===== src/rtl/bpu_bht_btb.sv =====
// Dynamic branch predictor: direct-mapped BTB with a saturating direction
// counter per entry. Lookup is combinational from if_pc. Training happens on
// the clock edge from the EX-stage resolution. Two saturating performance
// counters record updates and mispredicts.
//
// Handshake: there is no backpressure. upd_valid=1 marks upd_pc, upd_uncond,
// upd_taken, upd_target and upd_mispred as meaningful for exactly this cycle.
// The update is consumed on the next rising edge. While upd_valid=0 the upd_*
// inputs are ignored, even if they are X.
module bpu_bht_btb #(
    parameter int ADDR_W = 32,
    parameter int IDX_W  = 6,
    parameter int TAG_W  = 8,
    parameter int CNT_W  = 2,
    parameter int PERF_W = 32
) (
    input  logic              clk,
    input  logic              rst_n,
    input  logic [ADDR_W-1:0] if_pc,
    output logic              pred_hit,
    output logic              pred_taken,
    output logic [ADDR_W-1:0] pred_target,
    input  logic              upd_valid,
    input  logic [ADDR_W-1:0] upd_pc,
    input  logic              upd_uncond,
    input  logic              upd_taken,
    input  logic [ADDR_W-1:0] upd_target,
    input  logic              upd_mispred,
    input  logic              bpu_flush,
    output logic [PERF_W-1:0] perf_upd,
    output logic [PERF_W-1:0] perf_mis
);

    localparam int ENTRIES = 2 ** IDX_W;
    localparam logic [CNT_W-1:0] CNT_MAX    = {CNT_W{1'b1}};
    localparam logic [CNT_W-1:0] CNT_WEAK_T = {1'b1, {(CNT_W-1){1'b0}}};
    localparam logic [CNT_W-1:0] CNT_WEAK_N = {1'b0, {(CNT_W-1){1'b1}}};

    logic              valid_q [ENTRIES];
    logic [TAG_W-1:0]  tag_q   [ENTRIES];
    logic [CNT_W-1:0]  cnt_q   [ENTRIES];
    logic [ADDR_W-1:0] tgt_q   [ENTRIES];

    logic [PERF_W-1:0] perf_upd_q;
    logic [PERF_W-1:0] perf_mis_q;

    logic [IDX_W-1:0]  lk_idx;
    logic [TAG_W-1:0]  lk_tag;
    logic [IDX_W-1:0]  up_idx;
    logic [TAG_W-1:0]  up_tag;
    logic              up_hit;
    logic [CNT_W-1:0]  up_cnt_cur;
    logic [CNT_W-1:0]  up_cnt_next;

    // PC bits that take no part in indexing or tagging.
    logic unused_pc_bits;
    assign unused_pc_bits = ^{if_pc[1:0], if_pc[ADDR_W-1:IDX_W+TAG_W+2],
                              upd_pc[1:0], upd_pc[ADDR_W-1:IDX_W+TAG_W+2]};

    assign lk_idx = if_pc[IDX_W+1:2];
    assign lk_tag = if_pc[IDX_W+TAG_W+1:IDX_W+2];
    assign up_idx = upd_pc[IDX_W+1:2];
    assign up_tag = upd_pc[IDX_W+TAG_W+1:IDX_W+2];

    // IF-stage lookup. It reads the registered table only, so a same-cycle
    // update is not bypassed and the lookup sees the old contents.
    always_comb begin
        pred_hit    = valid_q[lk_idx] && (tag_q[lk_idx] == lk_tag);
        pred_taken  = pred_hit && cnt_q[lk_idx][CNT_W-1];
        pred_target = pred_taken ? tgt_q[lk_idx] : (if_pc + ADDR_W'(4));
    end

    // Counter training for an update that hits its entry.
    always_comb begin
        up_hit      = valid_q[up_idx] && (tag_q[up_idx] == up_tag);
        up_cnt_cur  = cnt_q[up_idx];
        up_cnt_next = up_cnt_cur;
        if (upd_uncond) begin
            up_cnt_next = CNT_MAX;
        end else if (upd_taken) begin
            if (up_cnt_cur != CNT_MAX) up_cnt_next = up_cnt_cur + CNT_W'(1);
        end else begin
            if (up_cnt_cur != '0) up_cnt_next = up_cnt_cur - CNT_W'(1);
        end
    end

    // Table state: reset, flush (valid bits only), then train or allocate.
    always_ff @(posedge clk or negedge rst_n) begin
        if (!rst_n) begin
            for (int i = 0; i < ENTRIES; i++) begin
                valid_q[i] <= 1'b0;
                tag_q[i]   <= '0;
                cnt_q[i]   <= CNT_WEAK_N;
                tgt_q[i]   <= '0;
            end
        end else if (bpu_flush) begin
            for (int i = 0; i < ENTRIES; i++) begin
                valid_q[i] <= 1'b0;
            end
        end else if (upd_valid) begin
            if (up_hit) begin
                cnt_q[up_idx] <= up_cnt_next;
                if (upd_taken) tgt_q[up_idx] <= upd_target;
            end else if (upd_taken) begin
                valid_q[up_idx] <= 1'b1;
                tag_q[up_idx]   <= up_tag;
                tgt_q[up_idx]   <= upd_target;
                cnt_q[up_idx]   <= upd_uncond ? CNT_MAX : CNT_WEAK_T;
            end
        end
    end

    // Performance counters. They saturate at all-ones and ignore flush.
    always_ff @(posedge clk or negedge rst_n) begin
        if (!rst_n) begin
            perf_upd_q <= '0;
            perf_mis_q <= '0;
        end else if (upd_valid) begin
            if (perf_upd_q != '1) perf_upd_q <= perf_upd_q + PERF_W'(1);
            if (upd_mispred && (perf_mis_q != '1)) perf_mis_q <= perf_mis_q + PERF_W'(1);
        end
    end

    assign perf_upd = perf_upd_q;
    assign perf_mis = perf_mis_q;

endmodule


===== config.mk =====
export PLATFORM = sky130hd
export DESIGN_NAME = bpu_bht_btb
export DESIGN_NICKNAME = d
export VERILOG_FILES = /design/src/rtl/bpu_bht_btb.sv
export SDC_FILE = /design/constraint.sdc
export NUM_CORES = 2
export LEC_CHECK = 0
export BUFFER_PORTS_ARGS = -buffer_cell sky130_fd_sc_hd__buf_2
export CAP_MARGIN = 20
export CORE_UTILIZATION = 50
export DETAILED_ROUTE_END_ITERATION = 8
export GPL_ROUTABILITY_DRIVEN = 0
export PLACE_DENSITY_LB_ADDON = 0.12
export SYNTH_ARGS = -nofsm -noshare
export SYNTH_HDL_FRONTEND = slang
export SYNTH_SLANG_ARGS = --single-unit

===== constraint.sdc =====
create_clock -name clk -period 6.2 [get_ports clk]
set_input_delay 1.24 -clock clk [delete_from_list [all_inputs] [get_ports clk]]
set_output_delay 1.24 -clock clk [all_outputs]
set_load 0.02 [all_outputs]

---- Yosys cells after proc, flatten, opt, wreduce, memory -nomap -nowiden ----
Cells that the tools add are included.
cells by class
  $add $sub $neg .......................... 5
  $lt $le $gt $ge ......................... 3
  equality and inequality tests ........... 6
  multiplexer cells ....................... 45
  bitwise logic cells ..................... 5
  reduce and logical (&&, ||, !) cells .... 15
operators with widths
  cell                                                      number
  bitwise mux 2048 bit                                      1
  bitwise mux 512 bit                                       1
  bitwise mux 128 bit                                       2
  2-to-1 mux 128 bit                                        2
  2-to-1 mux 64 bit                                         4
  binary-select mux 32 bit (select 6 bit)                   1
  demux 32 bit (select 6 bit)                               1
  2-to-1 mux 32 bit                                         4
  binary-select mux 8 bit (select 6 bit)                    2
  adder 32 x 1 -> 32 bit, second input constant             2
  inequality test 32 bit, second input constant             2
  OR 64 bit                                                 1
  demux 8 bit (select 6 bit)                                1
  2-to-1 mux 8 bit                                          5
  adder 32 x 3 -> 32 bit, second input constant             1
  binary-select mux 2 bit (select 6 bit)                    2
  2-to-1 mux 2 bit                                          9
  equality test 8 bit                                       2
  greater-or-equal comparator 7 bit, second input constant  2
  NOT 6 -> 7 bit                                            2
  binary-select mux 1 bit (select 6 bit)                    2
  demux 2 bit (select 6 bit)                                1
  AND reduction 3 bit                                       3
  nonzero test 2 bit                                        4
  10 further kinds                                          22
storage, ports and cells
  flip-flop bits (word level) ............. 2816
  bits of input ports ..................... 103

---- Longest topological paths before layout ----
  word-level depth ........................ 10
  gate-level depth with buffers ........... 19

---- Worst setup path after synthesis ----
OpenSTA, ideal clock, no wires.
  path type ............................... input port to output port
  start point ............................. input port if_pc[2]
  end point ............................... output port pred_target[10]
  arrival ................................. 4860 ps
  data required time ...................... 4960 ps
  path slack .............................. 100 ps
  stages .................................. 10
  buffers on the path ..................... 6
  path through ............................ buf_2 buf_2 buf_2 buf_2 clkbuf_1 buf_1 mux4_2 mux4_2 mux4_2 mux2_2
on the way
  word-level cells in the longest chain between the ends .. 8
RTL lines
  item                                                 RTL line    RTL
  from (decl)                                          19          input logic [ADDR_W-1:0] if_pc,
  NOT 6 -> 7 bit (not written as such)                 68, 69, 70
  binary-select mux 8 bit (select 6 bit)               68          pred_hit = valid_q[lk_idx] && (tag_q[lk_idx] == lk_tag);
  2-to-1 mux 8 bit (not written as such) (2 in a row)  68
  equality test 8 bit                                  68
  logical AND 1 bit                                    68
  logical AND 1 bit                                    69          pred_taken = pred_hit && cnt_q[lk_idx][CNT_W-1];
  2-to-1 mux 32 bit (*)                                70          pred_target = pred_taken ? tgt_q[lk_idx] : (if_pc + ADDR_W'(4));
  to (decl)                                            22          output logic [ADDR_W-1:0] pred_target,
Mark *: on every way between the ends. The rest lies on a longest branch, timed or not. The select of a mux whose other input is x is not followed.

---- Worst setup path in the final report ----
  start point ............................. input port if_pc[2]
  end point ............................... output port pred_target[8]
Same word-level chain as after synthesis.

==> qor.yml <==
detailed_routing:
  vias_per_cell: 6.60
  num_vias: 84700
  ant_nets: 0
  wire_per_inst_um: 34.5
  wl_um: 443000
  drc: 0
  first_iter_violations: 8390
  dr.pass1.iters: 7
timing:
  slew_violations: 0
  fin_ws_ps: -123
  skew_ps: 40.5
  whs_ps: 335
  relSlewSlack_pct: 17.6
  worst_slew_pin_slew_ps: 1240
  layout_worst_path_cycle_share_pct: 102
  fmax_mhz: 158
  setup_viol_count_final: 27
  rsz0062_at_grt: "true"
  period_needed_ps: 6320
  finalHoldViolCount: 0
worst_setup_path:
  crit_top_cell: "buf_16"
  crit_type: "input port to output pin"
  crit_cells: 14
  worstRegToRegCells: 11
  crit_buf_inv: 6
  crit_family: "multiplexers"
  cp.arrival_ps: 5080
  cp_max_fo: 7
  critPathSlowestCell: "mux4_2"
  required_ps: 4960
  end_kind: "output pin"
  max_stage_delay_ps: 580
  startpoint_type: "input port"
  crit_chain: "buf_16 > buf_16 > buf_12 > mux4_2 > mux4_2 > a22o_1 > a221oi_2 > xor2_1 > nand4b_1 > nor3b_4 > buf_12 > buf_16 > mux2_2 > buf_2"
cts:
  clkTransAtPathRegs_ps: 60
  tritoncts: "built"
  postCtsHoldBufs: 0
  worst_skew_pair.late_latency_ps: 920
  clk_path_buf_depth: 4
  numClockSinks: 2816
  htree_levels: 5
  cts_root_buf: "clkbuf_16"
  cts-buffers-inserted: 315
layout:
  final_cells: 12800
  layout_commonest_cell: "dfrtp_1"
  layout-drive-gt1-share_pct: 53.5
  fin_util_pct: 57.7
  nets: 9121
  final_cell_mix: "dfrtp_1 (2,752), mux2_2 (2,623), mux4_2 (897)"
  syn2layout_area_growth_pct: 14.8
  n_fill_cell: 20900
logic_synthesis:
  synth.yosys.seq_area_share_pct: 52.5
  async_flop_share_pct: 100
  synthFlopType: "dfrtp_1"
  synth-seq-cells: 2816
  yosys_warnings: 0
  synthCells: 8849
  syn_avg_cell_area_um2: 15.2
  synth_fp_nets: 8955
  synth_edf_count: 0
  synth_cell_types: 76
  syn_area_mm2: 0.134
global_route:
  grt_use_total_pct: 32.9
  grt_util_met1_pct: 46.3
  overflow: 0
  grtUsageMet2_pct: 49.9
  grt_max_degree: 165
  grt_pass1_wl_um: 643000
  use_met3_pct: 6.34
  grt_antenna_before_repair: 34
  grt.busiest_layer: "met2"
  first_global_vias: 87300
pwr:
  power-per-cell-area_mw_per_mm2: 278
  pwr-share-comb_pct: 9.0
  p_int_mw: 32.5
  ir_worst_vdd_mv: 0.272
  leakage_nw: 71.6
  clkPwrFrac_pct: 44.9
  switching_share_pct: 24.4
  p_sw_mw: 10.5
  p_seq_share_pct: 46.1
floorplanning:
  die_h_um: 521
  core-area_mm2: 0.268
  fp.dieArea_mm2: 0.271
  die_w_um: 521
  start_util_pct: 50.2
  rows: 190
  ioPinCount: 201
placement:
  dp_hpwl_um: 266000
  portBuffers: 182
  place_inst: 12200
status:
  status: "complete, but fails checks"
  violations: "setup timing"
job:
  timing.max_cap.violations: 0
worst_hold_path:
  hold_class: "input port to async pin"
[layout make-up]
| cell class | count | area, um2 | share of cell area (%) |
|---|---|---|---|
| tap | 3552 | 4440 | 2.88 |
| timing repair buffer | 731 | 7610 | 4.93 |
| sequential | 2816 | 70500 | 45.7 |
| clock inverter | 80 | 1110 | 0.718 |
| antenna | 17 | 42.5 | 0.0275 |
| inverter | 16 | 60.1 | 0.0389 |
| clock buffer | 485 | 9510 | 6.16 |
| multi-input combinational | 5135 | 61100 | 39.6 |
[cell usage after synthesis, types with 9 or more instances]
library cell,count,area [um2]
nand2_2,24,150
inv_1,13,48.8
a21oi_1,113,566
buf_4,10,75.1
a222oi_1,10,100
nand2_1,217,815
a21o_1,21,158
a31oi_1,11,68.8
a22oi_1,62,465
mux4_2,897,20200
a221o_1,18,180
nand2b_1,16,100
o211ai_1,79,593
xnor2_1,70,613
dfstp_2,64,1680
o22a_1,61,534
nand3_1,57,285
a221oi_1,55,482
and2_1,44,275
o22ai_1,43,269
a22o_1,29,254
o21a_1,27,203
nor4_1,9,56.3
nor2_1,188,706
o2bb2ai_1,13,114
buf_1,105,394
buf_2,84,420
clkbuf_1,676,2540
nand4_1,17,106
and3_1,22,138
o32a_1,16,160
xor2_1,36,315
dfrtp_1,2752,68900
mux2i_1,117,1170
mux2_2,2649,29800
nor3_1,24,120
o21ai_0,59,295
nor2b_1,17,106
a211oi_1,28,210
[metrics by stage]
stage | power (mW) | setup TNS [ps] | area [um2] | worst slack, ps
floorplan | 22.3 | 0 | 134000 | 100
finish | 43.0 | -2690 | 154000 | -123
global placement | 23.8 | -13740 | 143000 | -434
global route | 44.3 | -3480 | 154000 | -140
CTS | 43.2 | -180 | 154000 | -16.5
detailed placement | 23.9 | -20130 | 143000 | -415
[final timing paths]
path	startpoint	to	slack, ps
worst max-delay path	if_pc[2]	pred_target[8]	-120
worst min-delay path	rst_n	perf_upd[10]	330
worst max register to register	tag_q[469]	tag_q[224]	1510
worst min register to register	perf_upd[13]	perf_upd[13]	480
max in group asynchronous	rst_n	tgt_q[376]	4120
min in group clk	perf_upd[13]	perf_upd[13]	480
[state kept, by name, summed over array words and instances (netlist names)]
name,cells
cnt_q,128
perf_mis,32
perf_upd,32
tag_q,512
tgt_q,2048
valid_q,64
[repair_timing]
| action | in CTS | in global routing |
|---|---|---|
| gates cloned | 1 | 1 |
| pin swaps | 7 | 2 |
| buffers inserted | 19 | 1 |
| gates resized for setup | 34 | 76 |
| endpoints found under the setup margin | 32 | 32 |
[logic make-up after synthesis]
family	Yosys count	share of synthesized area (%)
flip-flops	2816	52.5
adder cells (fa/ha/maj)	5	0.0428
multiplexers	3665	38.1
AND/OR/NAND/NOR	683	2.42
AO/OA/AOI/OAI	676	3.66
buffers and inverters	898	2.65
XOR/XNOR	106	0.690
[routing by layer]
metal | up-vias | part of all wire, %
li1 | 33700 | -
met1 | 46300 | 42
met2 | 3688 | 46
met3 | 953 | 7.9
met4 | 18 | 4.9
met5 | - | 0.025
[power by group through the flow]
stage                     clock network (mW)  logic (mW)  registers [mW]
after floorplan                            0        2.33            20.0
after global placement                     0        3.71            20.0
after global routing                    20.3        4.11            19.9
final                                   19.3        3.86            19.8
after CTS                               19.6        3.84            19.8
after detailed placement                   0        3.81            20.1
No activity file was read; power rests on OpenSTA's default activity.
